<file path="src/rtl/time_tag_fifo_pkg.sv">
// Shared field widths, framing constant, FIFO entry type and tag-word formatter
// for the time-tag generator.
package time_tag_pkg;

    localparam int CRC_BITS       = 5;
    localparam int MODULE_ID_BITS = 4;
    localparam int PERIOD_BITS    = 48;
    localparam int DATA_BITS      = 128;
    localparam int DROP_BITS      = 8;
    localparam int HDR_BITS       = CRC_BITS + 1 + MODULE_ID_BITS + 2 + 1;
    localparam int PAD_BITS       = DATA_BITS - HDR_BITS - DROP_BITS - PERIOD_BITS;

    localparam logic [CRC_BITS-1:0] CRC_FRAME = {CRC_BITS{1'b1}};

    typedef struct packed {
        logic [MODULE_ID_BITS-1:0] module_id;
        logic [DROP_BITS-1:0]      drop;
        logic [PERIOD_BITS-1:0]    period;
    } tag_entry_t;

    // Fields MSB first: framing, single-event flag, module id, block id, command flag, pad, drop, period.
    function automatic logic [DATA_BITS-1:0] format_tag(
        input logic [MODULE_ID_BITS-1:0] module_id,
        input logic [DROP_BITS-1:0]      drop,
        input logic [PERIOD_BITS-1:0]    period
    );
        return {CRC_FRAME, 1'b0, module_id, 2'b00, 1'b0, {PAD_BITS{1'b0}}, drop, period};
    endfunction

endpackage

</file>
<file path="src/rtl/time_tag_fifo_if.sv">
// Valid/ready tag stream toward the output arbiter; stall comes from the consumer side.
interface time_tag_fifo_if;
    import time_tag_pkg::*;

    logic                 valid;
    logic                 ready;
    logic                 stall;
    logic [DATA_BITS-1:0] tt;

    modport master (output valid, output tt, input ready, input stall);
    modport slave  (input valid, input tt, output ready, output stall);

endinterface

</file>
<file path="src/rtl/time_tag_fifo_period_timer.sv">
// Coarse period timer: free-running fine counter, period count and external sync reload.
module period_timer
    import time_tag_pkg::*;
#(
    parameter int COUNTER_BITS = 17
) (
    input  logic                    clk,
    input  logic                    rst_n,
    input  logic                    i_srst,
    input  logic                    i_sync,
    input  logic [PERIOD_BITS-1:0]  i_sync_period,
    output logic [COUNTER_BITS-1:0] o_counter,
    output logic [PERIOD_BITS-1:0]  o_period,
    output logic                    o_period_done
);

    logic [COUNTER_BITS-1:0] r_counter;
    logic [PERIOD_BITS-1:0]  r_period;
    logic                    w_wrap;

    assign w_wrap = (r_counter == {COUNTER_BITS{1'b1}});

    // Counter/period advance; a sync takes priority over the wrap.
    always_ff @(posedge clk or negedge rst_n) begin
        if (!rst_n) begin
            r_counter <= '0;
            r_period  <= '0;
        end else if (i_srst) begin
            r_counter <= '0;
            r_period  <= '0;
        end else if (i_sync) begin
            r_counter <= '0;
            r_period  <= i_sync_period;
        end else begin
            r_counter <= r_counter + COUNTER_BITS'(1);
            if (w_wrap) begin
                r_period <= r_period + PERIOD_BITS'(1);
            end else begin
                r_period <= r_period;
            end
        end
    end

    assign o_counter     = r_counter;
    assign o_period      = r_period;
    assign o_period_done = w_wrap & ~i_sync;

endmodule

</file>
<file path="src/rtl/time_tag_fifo.sv">
// Time-tag generator: period timer, tag decimator, tag FIFO with drop accounting,
// presented to the output arbiter through a valid/ready port.
module time_tag_fifo
    import time_tag_pkg::*;
#(
    parameter int COUNTER_BITS = 17,
    parameter int DEPTH        = 4,
    parameter int DIV_BITS     = 8
) (
    input  logic                        clk,
    input  logic                        rst_n,
    input  logic                        i_srst,
    input  logic [MODULE_ID_BITS-1:0]   i_module_id,
    input  logic [DIV_BITS-1:0]         i_tag_div,
    input  logic                        i_sync,
    input  logic [PERIOD_BITS-1:0]      i_sync_period,
    time_tag_fifo_if.master             tt_if,
    output logic [COUNTER_BITS-1:0]     o_counter,
    output logic [PERIOD_BITS-1:0]      o_period,
    output logic                        o_period_done,
    output logic [$clog2(DEPTH):0]      o_level
);

    localparam int PTR_BITS = $clog2(DEPTH);
    localparam int LVL_BITS = PTR_BITS + 1;

    logic [PERIOD_BITS-1:0] w_period;
    logic                   w_period_done;
    logic                   w_tag_event;
    logic [PERIOD_BITS-1:0] w_tag_period;
    logic                   w_empty, w_full, w_valid, w_pop, w_push, w_drop;
    tag_entry_t             w_head;

    logic [DIV_BITS-1:0]    r_div;
    logic [DROP_BITS-1:0]   r_drop_cnt;
    logic [PTR_BITS-1:0]    r_wr_ptr, r_rd_ptr;
    logic [LVL_BITS-1:0]    r_level;
    tag_entry_t             r_mem [DEPTH];

    period_timer #(.COUNTER_BITS(COUNTER_BITS)) u_timer (
        .clk           (clk),
        .rst_n         (rst_n),
        .i_srst        (i_srst),
        .i_sync        (i_sync),
        .i_sync_period (i_sync_period),
        .o_counter     (o_counter),
        .o_period      (w_period),
        .o_period_done (w_period_done)
    );

    // A tag carries the period that is just starting: the sync value or the incremented count.
    assign w_tag_event  = i_sync | (w_period_done & (r_div >= i_tag_div));
    assign w_tag_period = i_sync ? i_sync_period : (w_period + PERIOD_BITS'(1));

    assign w_empty = (r_level == '0);
    assign w_full  = (r_level == LVL_BITS'(DEPTH));
    assign w_valid = ~w_empty & ~tt_if.stall;
    assign w_pop   = w_valid & tt_if.ready;
    assign w_push  = w_tag_event & (~w_full | w_pop);
    assign w_drop  = w_tag_event & w_full & ~w_pop;
    assign w_head  = r_mem[r_rd_ptr];

    // Decimator: counts period boundaries, clears on each fired tag and on sync.
    always_ff @(posedge clk or negedge rst_n) begin
        if (!rst_n) begin
            r_div <= '0;
        end else if (i_srst || i_sync) begin
            r_div <= '0;
        end else if (w_period_done) begin
            if (r_div >= i_tag_div) begin
                r_div <= '0;
            end else begin
                r_div <= r_div + DIV_BITS'(1);
            end
        end else begin
            r_div <= r_div;
        end
    end

    // Lost tags accumulate (saturating) until the next successful push carries them out.
    always_ff @(posedge clk or negedge rst_n) begin
        if (!rst_n) begin
            r_drop_cnt <= '0;
        end else if (i_srst || w_push) begin
            r_drop_cnt <= '0;
        end else if (w_drop && (r_drop_cnt != {DROP_BITS{1'b1}})) begin
            r_drop_cnt <= r_drop_cnt + DROP_BITS'(1);
        end else begin
            r_drop_cnt <= r_drop_cnt;
        end
    end

    // Tag FIFO storage, pointers and occupancy.
    always_ff @(posedge clk or negedge rst_n) begin
        if (!rst_n) begin
            r_wr_ptr <= '0;
            r_rd_ptr <= '0;
            r_level  <= '0;
            for (int i = 0; i < DEPTH; i++) begin
                r_mem[i] <= '0;
            end
        end else if (i_srst) begin
            r_wr_ptr <= '0;
            r_rd_ptr <= '0;
            r_level  <= '0;
        end else begin
            if (w_push) begin
                r_mem[r_wr_ptr] <= tag_entry_t'{module_id: i_module_id, drop: r_drop_cnt, period: w_tag_period};
                r_wr_ptr        <= r_wr_ptr + PTR_BITS'(1);
            end
            if (w_pop) begin
                r_rd_ptr <= r_rd_ptr + PTR_BITS'(1);
            end
            case ({w_push, w_pop})
                2'b10:   r_level <= r_level + LVL_BITS'(1);
                2'b01:   r_level <= r_level - LVL_BITS'(1);
                default: r_level <= r_level;
            endcase
        end
    end

    assign tt_if.valid   = w_valid;
    assign tt_if.tt      = w_empty ? '0 : format_tag(w_head.module_id, w_head.drop, w_head.period);
    assign o_period      = w_period;
    assign o_period_done = w_period_done;
    assign o_level       = r_level;

endmodule

</file>
<file path="src/flat_wrapper.sv">
// flat-port wrapper written by rule: the top's interface ports become plain ports
module time_tag_fifo_flat import time_tag_pkg::*;
#(
    parameter int COUNTER_BITS = 17,
    parameter int DEPTH        = 4,
    parameter int DIV_BITS     = 8
)
  (clk, rst_n, i_srst, i_module_id, i_tag_div, i_sync, i_sync_period, o_counter, o_period, o_period_done, o_level, tt_if_valid, tt_if_tt, tt_if_ready, tt_if_stall);
  time_tag_fifo_if tt_if_i ();
  input  logic clk;
  input  logic rst_n;
  input  logic i_srst;
  input  logic [MODULE_ID_BITS-1:0] i_module_id;
  input  logic [DIV_BITS-1:0] i_tag_div;
  input  logic i_sync;
  input  logic [PERIOD_BITS-1:0] i_sync_period;
  output logic [COUNTER_BITS-1:0] o_counter;
  output logic [PERIOD_BITS-1:0] o_period;
  output logic o_period_done;
  output logic [$clog2(DEPTH):0] o_level;
  output wire logic [$bits(tt_if_i.valid)-1:0] tt_if_valid;
  output wire logic [$bits(tt_if_i.tt)-1:0] tt_if_tt;
  input wire logic [$bits(tt_if_i.ready)-1:0] tt_if_ready;
  input wire logic [$bits(tt_if_i.stall)-1:0] tt_if_stall;
  assign tt_if_valid = tt_if_i.valid;
  assign tt_if_tt = tt_if_i.tt;
  assign tt_if_i.ready = tt_if_ready;
  assign tt_if_i.stall = tt_if_stall;
  time_tag_fifo #(.COUNTER_BITS(COUNTER_BITS), .DEPTH(DEPTH), .DIV_BITS(DIV_BITS)) u_core (.clk(clk), .rst_n(rst_n), .i_srst(i_srst), .i_module_id(i_module_id), .i_tag_div(i_tag_div), .i_sync(i_sync), .i_sync_period(i_sync_period), .tt_if(tt_if_i), .o_counter(o_counter), .o_period(o_period), .o_period_done(o_period_done), .o_level(o_level));
endmodule
</file>
<file path="config.mk">
export PLATFORM = sky130hd
export DESIGN_NAME = time_tag_fifo_flat
export DESIGN_NICKNAME = d
export VERILOG_FILES = /design/src/rtl/time_tag_fifo_pkg.sv /design/src/rtl/time_tag_fifo_if.sv /design/src/rtl/time_tag_fifo_period_timer.sv /design/src/rtl/time_tag_fifo.sv /design/src/flat_wrapper.sv
export SDC_FILE = /design/constraint.sdc
export NUM_CORES = 1
export LEC_CHECK = 0
export CAP_MARGIN = 10
export CORE_MARGIN = 2
export CORE_UTILIZATION = 40
export CTS_BUF_LIST = sky130_fd_sc_hd__clkbuf_8
export DETAILED_ROUTE_END_ITERATION = 7
export GPL_ROUTABILITY_DRIVEN = 0
export PLACE_DENSITY = 0.6
export SYNTH_ARGS = -nofsm -noshare
export SYNTH_HDL_FRONTEND = slang
export SYNTH_HIERARCHICAL = 1
export SYNTH_SLANG_ARGS = --single-unit
</file>
<file path="constraint.sdc">
create_clock -name clk -period 3.4 [get_ports clk]
set_input_delay 0.68 -clock clk [delete_from_list [all_inputs] [get_ports clk]]
set_output_delay 0.68 -clock clk [all_outputs]
set_load 0.03 [all_outputs]
</file>
==> results.yml, run 1 <==
synth:
  syn-mean-instance-area_sq_um: 10.5
  async_reset_ff_share_pct: 100
  ys_seq_area_share_pct: 46.1
  synth_common_cells: "328 x dfrtp_1, 200 x nand2_1, 153 x o21ai_0"
  synth_seq_cells: 328
  synth.top_cell.area_share_pct: 46.1
  synth_edf_count: 0
  synth_area_leaders: "dfrtp_1 46%, mux2_2 8.2%, mux4_2 7.6%"
  ys_warn_count: 6
  syn_inst: 1700
  synth.distinct_cells: 63
  synth_top_area_cell: "dfrtp_1"
  yosysMostFrequentCell: "dfrtp_1"
  synthFlopType: "dfrtp_1"
  synth_area_sq_mm: 0.0178
drt:
  drc: 0
  routed-wl-met3_um: 3020
  wl_met1_um: 23400
  antenna_left: 0
  wl_per_cell_um: 19.7
  first_iter_violations: 1081
  routed-via-count: 13944
  wirelength_um: 50500
  avgViaCountPerCell: 5.43
  firstDrtPassIters: 4
  maxUsedRoutingLayer: "met4"
  wl_met2_um: 23000
timing:
  relSlewSlack_pct: 44.8
  setup_viol: 0
  slew_violations: 0
  rsz0062_at_grt: "true"
  hold_viol: 0
  fin_hold_ws_ns: 0.467
  skew_ns: 0.0528
  worst_pin_slew_ns: 0.825
  min_period_ns: 3.38
  fmax_mhz: 296
  period_share_pct: 99.4
finish:
  syn2layout_area_growth_pct: 22.9
  fill_cells: 4145
  final_area_sq_mm: 0.0219
  finalNonFillerCells: 2567
  drive_gt1_share_pct: 21.0
  regArea_sq_mm: 0.00822
  post-route-util_pct: 49.7
  multi_input_area_sq_mm: 0.00891
  final_nets: 2015
global_route:
  grt_overflow: 0
  grt_pass1_vias: 13827
  grt_max_degree: 95
  grt_pass1_wl_um: 79300
  antenna_found_initial: 2
  grt.total_usage_pct: 21.7
clock_tree:
  numClockSinks: 328
  clk_pin_slew_ns: 0.06
  cts_buffer_depth: 3
  cts_buffers: 56
  cts_tree: "built"
  ctsRootBufferMaster: "clkbuf_8"
  worst_skew_pair.late_latency_ns: 0.67
  htree_levels: 2
status:
  status: "finished, final reports clean"
floorplanning:
  coreArea_sq_mm: 0.0441
  rows: 77
  die_w_um: 215
  dieArea_sq_mm: 0.0463
  start_util_pct: 40.4
  ios: 264
  die_h_um: 215
power_and_ir_drop:
  p_per_area_mw_per_mm2: 482
  power_leakage_nw: 9.75
  power_w: 0.0106
  max-vdd-ir-drop_v: 0.000263
job:
  drv_cap: 0
place:
  io_buffers: 200
  dp.cells: 2459
  dpl_cell_area_sq_mm: 0.0207
  dp_hpwl_um: 34900
setup_path:
  cp-start-kind: "register"
  worstPathRequired_ns: 3.96
  crit_path_end_kind: "register"
  path_max_fanout: 9
  worstSetupPathType: "register to register"
  critPathArrivalTime_ns: 3.94
worst_hold_path:
  hold_path_class: "primary input to register"
[routing by layer]
layer,up-vias,track usage [%]
met5,-,0
met4,0,6.05
met3,78,3.68
met2,465,33.7
met1,6964,31.4
li1,6437,-
[layout by cell type, fill, tap and decap left out, types with 40 or more instances in the layout]
| master | instances |
|---|---|
| dfrtp_1 | 320 |
| nand2_1 | 200 |
| o21ai_0 | 153 |
| clkdlybuf4s50_1 | 136 |
| mux2_2 | 130 |
| nor2_1 | 84 |
| clkbuf_8 | 77 |
| buf_4 | 69 |
| and2_1 | 66 |
| conb_1 | 63 |
| mux4_2 | 60 |
| dlygate4sd2_1 | 54 |
| nand3_1 | 53 |
| xor2_1 | 42 |
| xnor2_1 | 40 |
[stage by stage]
| step | setup TNS (ns) | worst slack [ns] |
|---|---|---|
| detailed placement | 0 | 0.0130 |
| CTS | 0 | 0.0000335 |
| finish | 0 | 0.0208 |
| global route | -0.111 | -0.0596 |
| global placement | 0 | 0.0639 |
| floorplan | -0.193 | -0.193 |
[where the power goes]
part           total (W)  leakage (nW)  internal (W)  switching (W)
clock network    0.00367         0.670       0.00201        0.00166
registers        0.00472          4.39       0.00439       0.000327
logic            0.00218          4.70      0.000954        0.00122
total             0.0106          9.75       0.00736        0.00321
[final cells by class]
class | instances | area share [%]
repair buffers | 284 | 12.6
well taps | 592 | 3.38
clock buffers | 77 | 4.84
flip-flops and latches | 328 | 37.5
clock inverters | 25 | 0.548
diodes | 1 | 0.0114
multi-input cells | 1234 | 40.7
inverters | 26 | 0.445
[what timing repair did]
item / in CTS / in global routing
endpoints found under the setup margin: 55 / 15
hold endpoints to repair: 17 / 0
gates resized for setup: 57 / 15
pin swaps: 0 / 3
buffers inserted: 2 / 2
hold buffers: 1 / 0
[registers in the layout, summed over array words and instances (netlist names)]
register	flops
u_core/o_level	3
u_core/r_wr_ptr	2
u_core/r_mem	240
u_core/r_rd_ptr	2
u_core/r_drop_cnt	8
u_core/r_div	8
u_core/u_timer/o_counter	17
u_core/u_timer/o_period	48
[worst max-delay path: stages, from the launching register on]
cell      delay, ns
dfrtp_2        0.38
and4_4         0.24
and3_4         0.19
and3_4         0.19
and3_4         0.19
ha_4           0.14
buf_8          0.13
and4_4         0.24
nand3_2        0.08
or4_4          0.59
or4_2          0.65
a311oi_2       0.26
[worst paths after layout]
kind | to | slack, ns | depth (start not counted) | from
max | u_core/u_timer/o_period[43]$_DFFE_PN0P_ | 0.02 | 11 | u_core/u_timer/o_counter[8]$_DFF_PN0_
min | u_core/r_rd_ptr[1]$_DFFE_PN0P_ | 0.47 | 3 | i_srst
max reg2reg | u_core/u_timer/o_period[43]$_DFFE_PN0P_ | 0.02 | 11 | u_core/u_timer/o_counter[8]$_DFF_PN0_
min reg2reg | u_core/r_mem[222]$_DFFE_PN0P_ | 0.47 | 2 | u_core/r_mem[222]$_DFFE_PN0P_
max in group asynchronous | u_core/u_timer/o_counter[0]$_DFF_PN0_ | 1.89 | 3 | rst_n
min in group asynchronous | u_core/r_mem[229]$_DFFE_PN0P_ | 0.60 | 2 | rst_n
[logic make-up after synthesis]
group / Yosys count / share of synthesized area [%]
compound gates: 244 / 8.00
xor+xnor: 82 / 4.03
fa+ha+maj: 19 / 1.38
buf+inv: 200 / 5.83
flops: 328 / 46.1
mux: 211 / 17.0
other cells: 1 / 0.0210
simple gates: 615 / 17.7
Power figures use the tool's default switching activity.
==> inputs of run 2 (changes only) <==
--- a/config.mk
+++ b/config.mk
@@ -12,6 +12,7 @@
 export DETAILED_ROUTE_END_ITERATION = 7
 export GPL_ROUTABILITY_DRIVEN = 0
 export PLACE_DENSITY = 0.6
+export SKIP_CTS_REPAIR_TIMING = 1
 export SYNTH_ARGS = -nofsm -noshare
 export SYNTH_HDL_FRONTEND = slang
 export SYNTH_HIERARCHICAL = 1
==> run 2 against run 1 <==
The run now ends with hold timing left. Non-clock buffer count increased by 4. Sequential cell count unchanged. Hold slack got worse by 0.48 ns. Via count about the same. Clock skew increased by 0.0019 ns. Die area unchanged. Cell count increased by 0.12%. Total power increased by 0.49%. Largest power group unchanged. Highest routed layer unchanged. Fmax increased by 2.4%. Combinational power increased by 2%. Clock power about the same.
==> results.yml, run 2 (same netlist as run 1, synthesis figures left out) <==
place:
  dp.cells: 2459
  dp_hpwl_um: 34900
  place_ws_ns: 0.0130
  io_buffers: 200
drt:
  avgViaCountPerCell: 5.43
  wirelength_um: 50500
  firstDrtPassIters: 5
  drc: 0
  first_iter_violations: 1043
  wl_per_cell_um: 19.7
  routed-via-count: 13951
  antenna_left: 0
timing:
  skew_ns: 0.0547
  fin_hold_ws_ns: -0.0111
  tns_ns: 0
  relSlewSlack_pct: 42.1
  slew_violations: 0
  hold_viol: 8
  worst_pin_slew_ns: 0.865
  setup_viol: 0
  fmax_mhz: 303
  rsz0062_at_grt: "false"
  setup_ws_ns: 0.101
  min_period_ns: 3.30
  period_share_pct: 97.0
clock_tree:
  cts_buffers: 56
  htree_levels: 2
  worst_skew_pair.late_latency_ns: 0.67
  numClockSinks: 328
  cts_buffer_depth: 3
  ctsRootBufferMaster: "clkbuf_8"
  clk_pin_slew_ns: 0.06
  cts_tree: "built"
floorplanning:
  die_h_um: 215
  rows: 77
  start_util_pct: 40.4
  coreArea_sq_mm: 0.0441
  dieArea_sq_mm: 0.0463
  die_w_um: 215
  ios: 264
global_route:
  grt_overflow: 0
  antenna_found_initial: 2
  grt_max_degree: 95
  grt.total_usage_pct: 21.7
  grt_pass1_wl_um: 79200
  grt_pass1_vias: 13816
setup_path:
  worstSetupPathType: "register to register"
  critPathArrivalTime_ns: 3.87
  r2r-end: "u_core/u_timer/o_period[39]$_DFFE_PN0P_"
  worstPathRequired_ns: 3.97
  cp-start-kind: "register"
  crit_path_end_kind: "register"
  path_max_fanout: 8
  reg2reg_from: "u_core/u_timer/o_counter[8]$_DFF_PN0_"
  rrSetupSlack_ns: 0.10
  r2r_cells: 12
finish:
  final_common_cell: "dfrtp_1"
  fill_cells: 4104
  layout_common_cells: "320 x dfrtp_1, 200 x nand2_1, 153 x o21ai_0, 136 x clkdlybuf4s50_1, 130 x mux2_2"
  finalNonFillerCells: 2570
  post-route-util_pct: 50.2
  syn2layout_area_growth_pct: 24.3
  multi_input_area_sq_mm: 0.00892
  largest_reg_flops: 240
  regMostFlops: "u_core/r_mem"
  final_nets: 2019
  n_antenna_cell: 0
  regArea_sq_mm: 0.00822
  drive_gt1_share_pct: 21.2
power_and_ir_drop:
  power_leakage_nw: 10.5
  p_per_area_mw_per_mm2: 479
  max-vdd-ir-drop_v: 0.000264
job:
  drv_cap: 0
status:
  status: "finished with violations"
  violations: "hold timing"
worst_hold_path:
  hold_path_class: "primary input to asynchronous set/reset pin"
-- run 2: stage by stage --
| stage | instance area (sq um) | power [W] |
|---|---|---|
| 3_5_place_dp | 20700 | 0.00705 |
| 6_report | 22200 | 0.0106 |
| 3_3_place_gp | 20700 | 0.00697 |
| 5_1_grt | 22200 | 0.0112 |
| 4_1_cts | 21900 | 0.0108 |
| 2_1_floorplan | 18100 | 0.00616 |
-- run 2: routing by layer --
metal	vias up	part of all wire [%]	GRT usage, %
met5	-	0	0
met4	0	2.3	6.05
met3	81	6.2	3.69
met2	480	46	33.6
met1	6951	46	31.4
li1	6439	-	-
-- run 2: power by group --
group,switching [W],total (W),internal (W),leakage (nW)
logic,0.00122,0.00223,0.00100,5.44
registers,0.000330,0.00472,0.00439,4.39
clock network,0.00166,0.00367,0.00201,0.670
-- run 2: worst max-delay path, cell delays in order (launching register included) --
cell and delay, ns:
dfrtp_2 0.38, and4_4 0.23, and3_4 0.19, and3_4 0.19, and3_4 0.19, ha_4 0.14, buf_8 0.12, and4_4 0.23
nand3_2 0.08, or4_4 0.61, buf_6 0.17, or3_2 0.40, a311oi_1 0.26
-- run 2: worst max path at each step --
stage               cells after the start  slack [ns]                                   from                                      end
global placement                       11        0.06  u_core/u_timer/o_counter[8]$_DFF_PN0_  u_core/u_timer/o_period[41]$_DFFE_PN0P_
finish                                 12        0.10  u_core/u_timer/o_counter[8]$_DFF_PN0_  u_core/u_timer/o_period[39]$_DFFE_PN0P_
global route                           12        0.01  u_core/u_timer/o_counter[8]$_DFF_PN0_  u_core/u_timer/o_period[39]$_DFFE_PN0P_
CTS                                     4       -0.37         u_core/r_rd_ptr[0]$_DFFE_PN0P_                             tt_if_tt[41]
floorplan                              14       -0.19  u_core/u_timer/o_counter[5]$_DFF_PN0_            u_core/o_level[2]$_DFFE_PN0P_
detailed placement                     11        0.01  u_core/u_timer/o_counter[8]$_DFF_PN0_  u_core/u_timer/o_period[43]$_DFFE_PN0P_
-- run 2: final cells by class --
class	count	area share [%]
clock inverter	25	0.542
clock buffer	77	4.78
timing repair buffer	288	13.5
tap	592	3.34
multi-input combinational	1234	40.3
inverter	26	0.441
sequential	328	37.1
==> inputs of run 3 (changes only) <==
--- a/config.mk
+++ b/config.mk
@@ -13,6 +13,7 @@
 export GPL_ROUTABILITY_DRIVEN = 0
 export PLACE_DENSITY = 0.6
 export SKIP_CTS_REPAIR_TIMING = 1
+export SLEW_MARGIN = 20
 export SYNTH_ARGS = -nofsm -noshare
 export SYNTH_HDL_FRONTEND = slang
 export SYNTH_HIERARCHICAL = 1
==> results of run 3 <==
The final DEF is identical to that of run 2; final timing and power are the same.
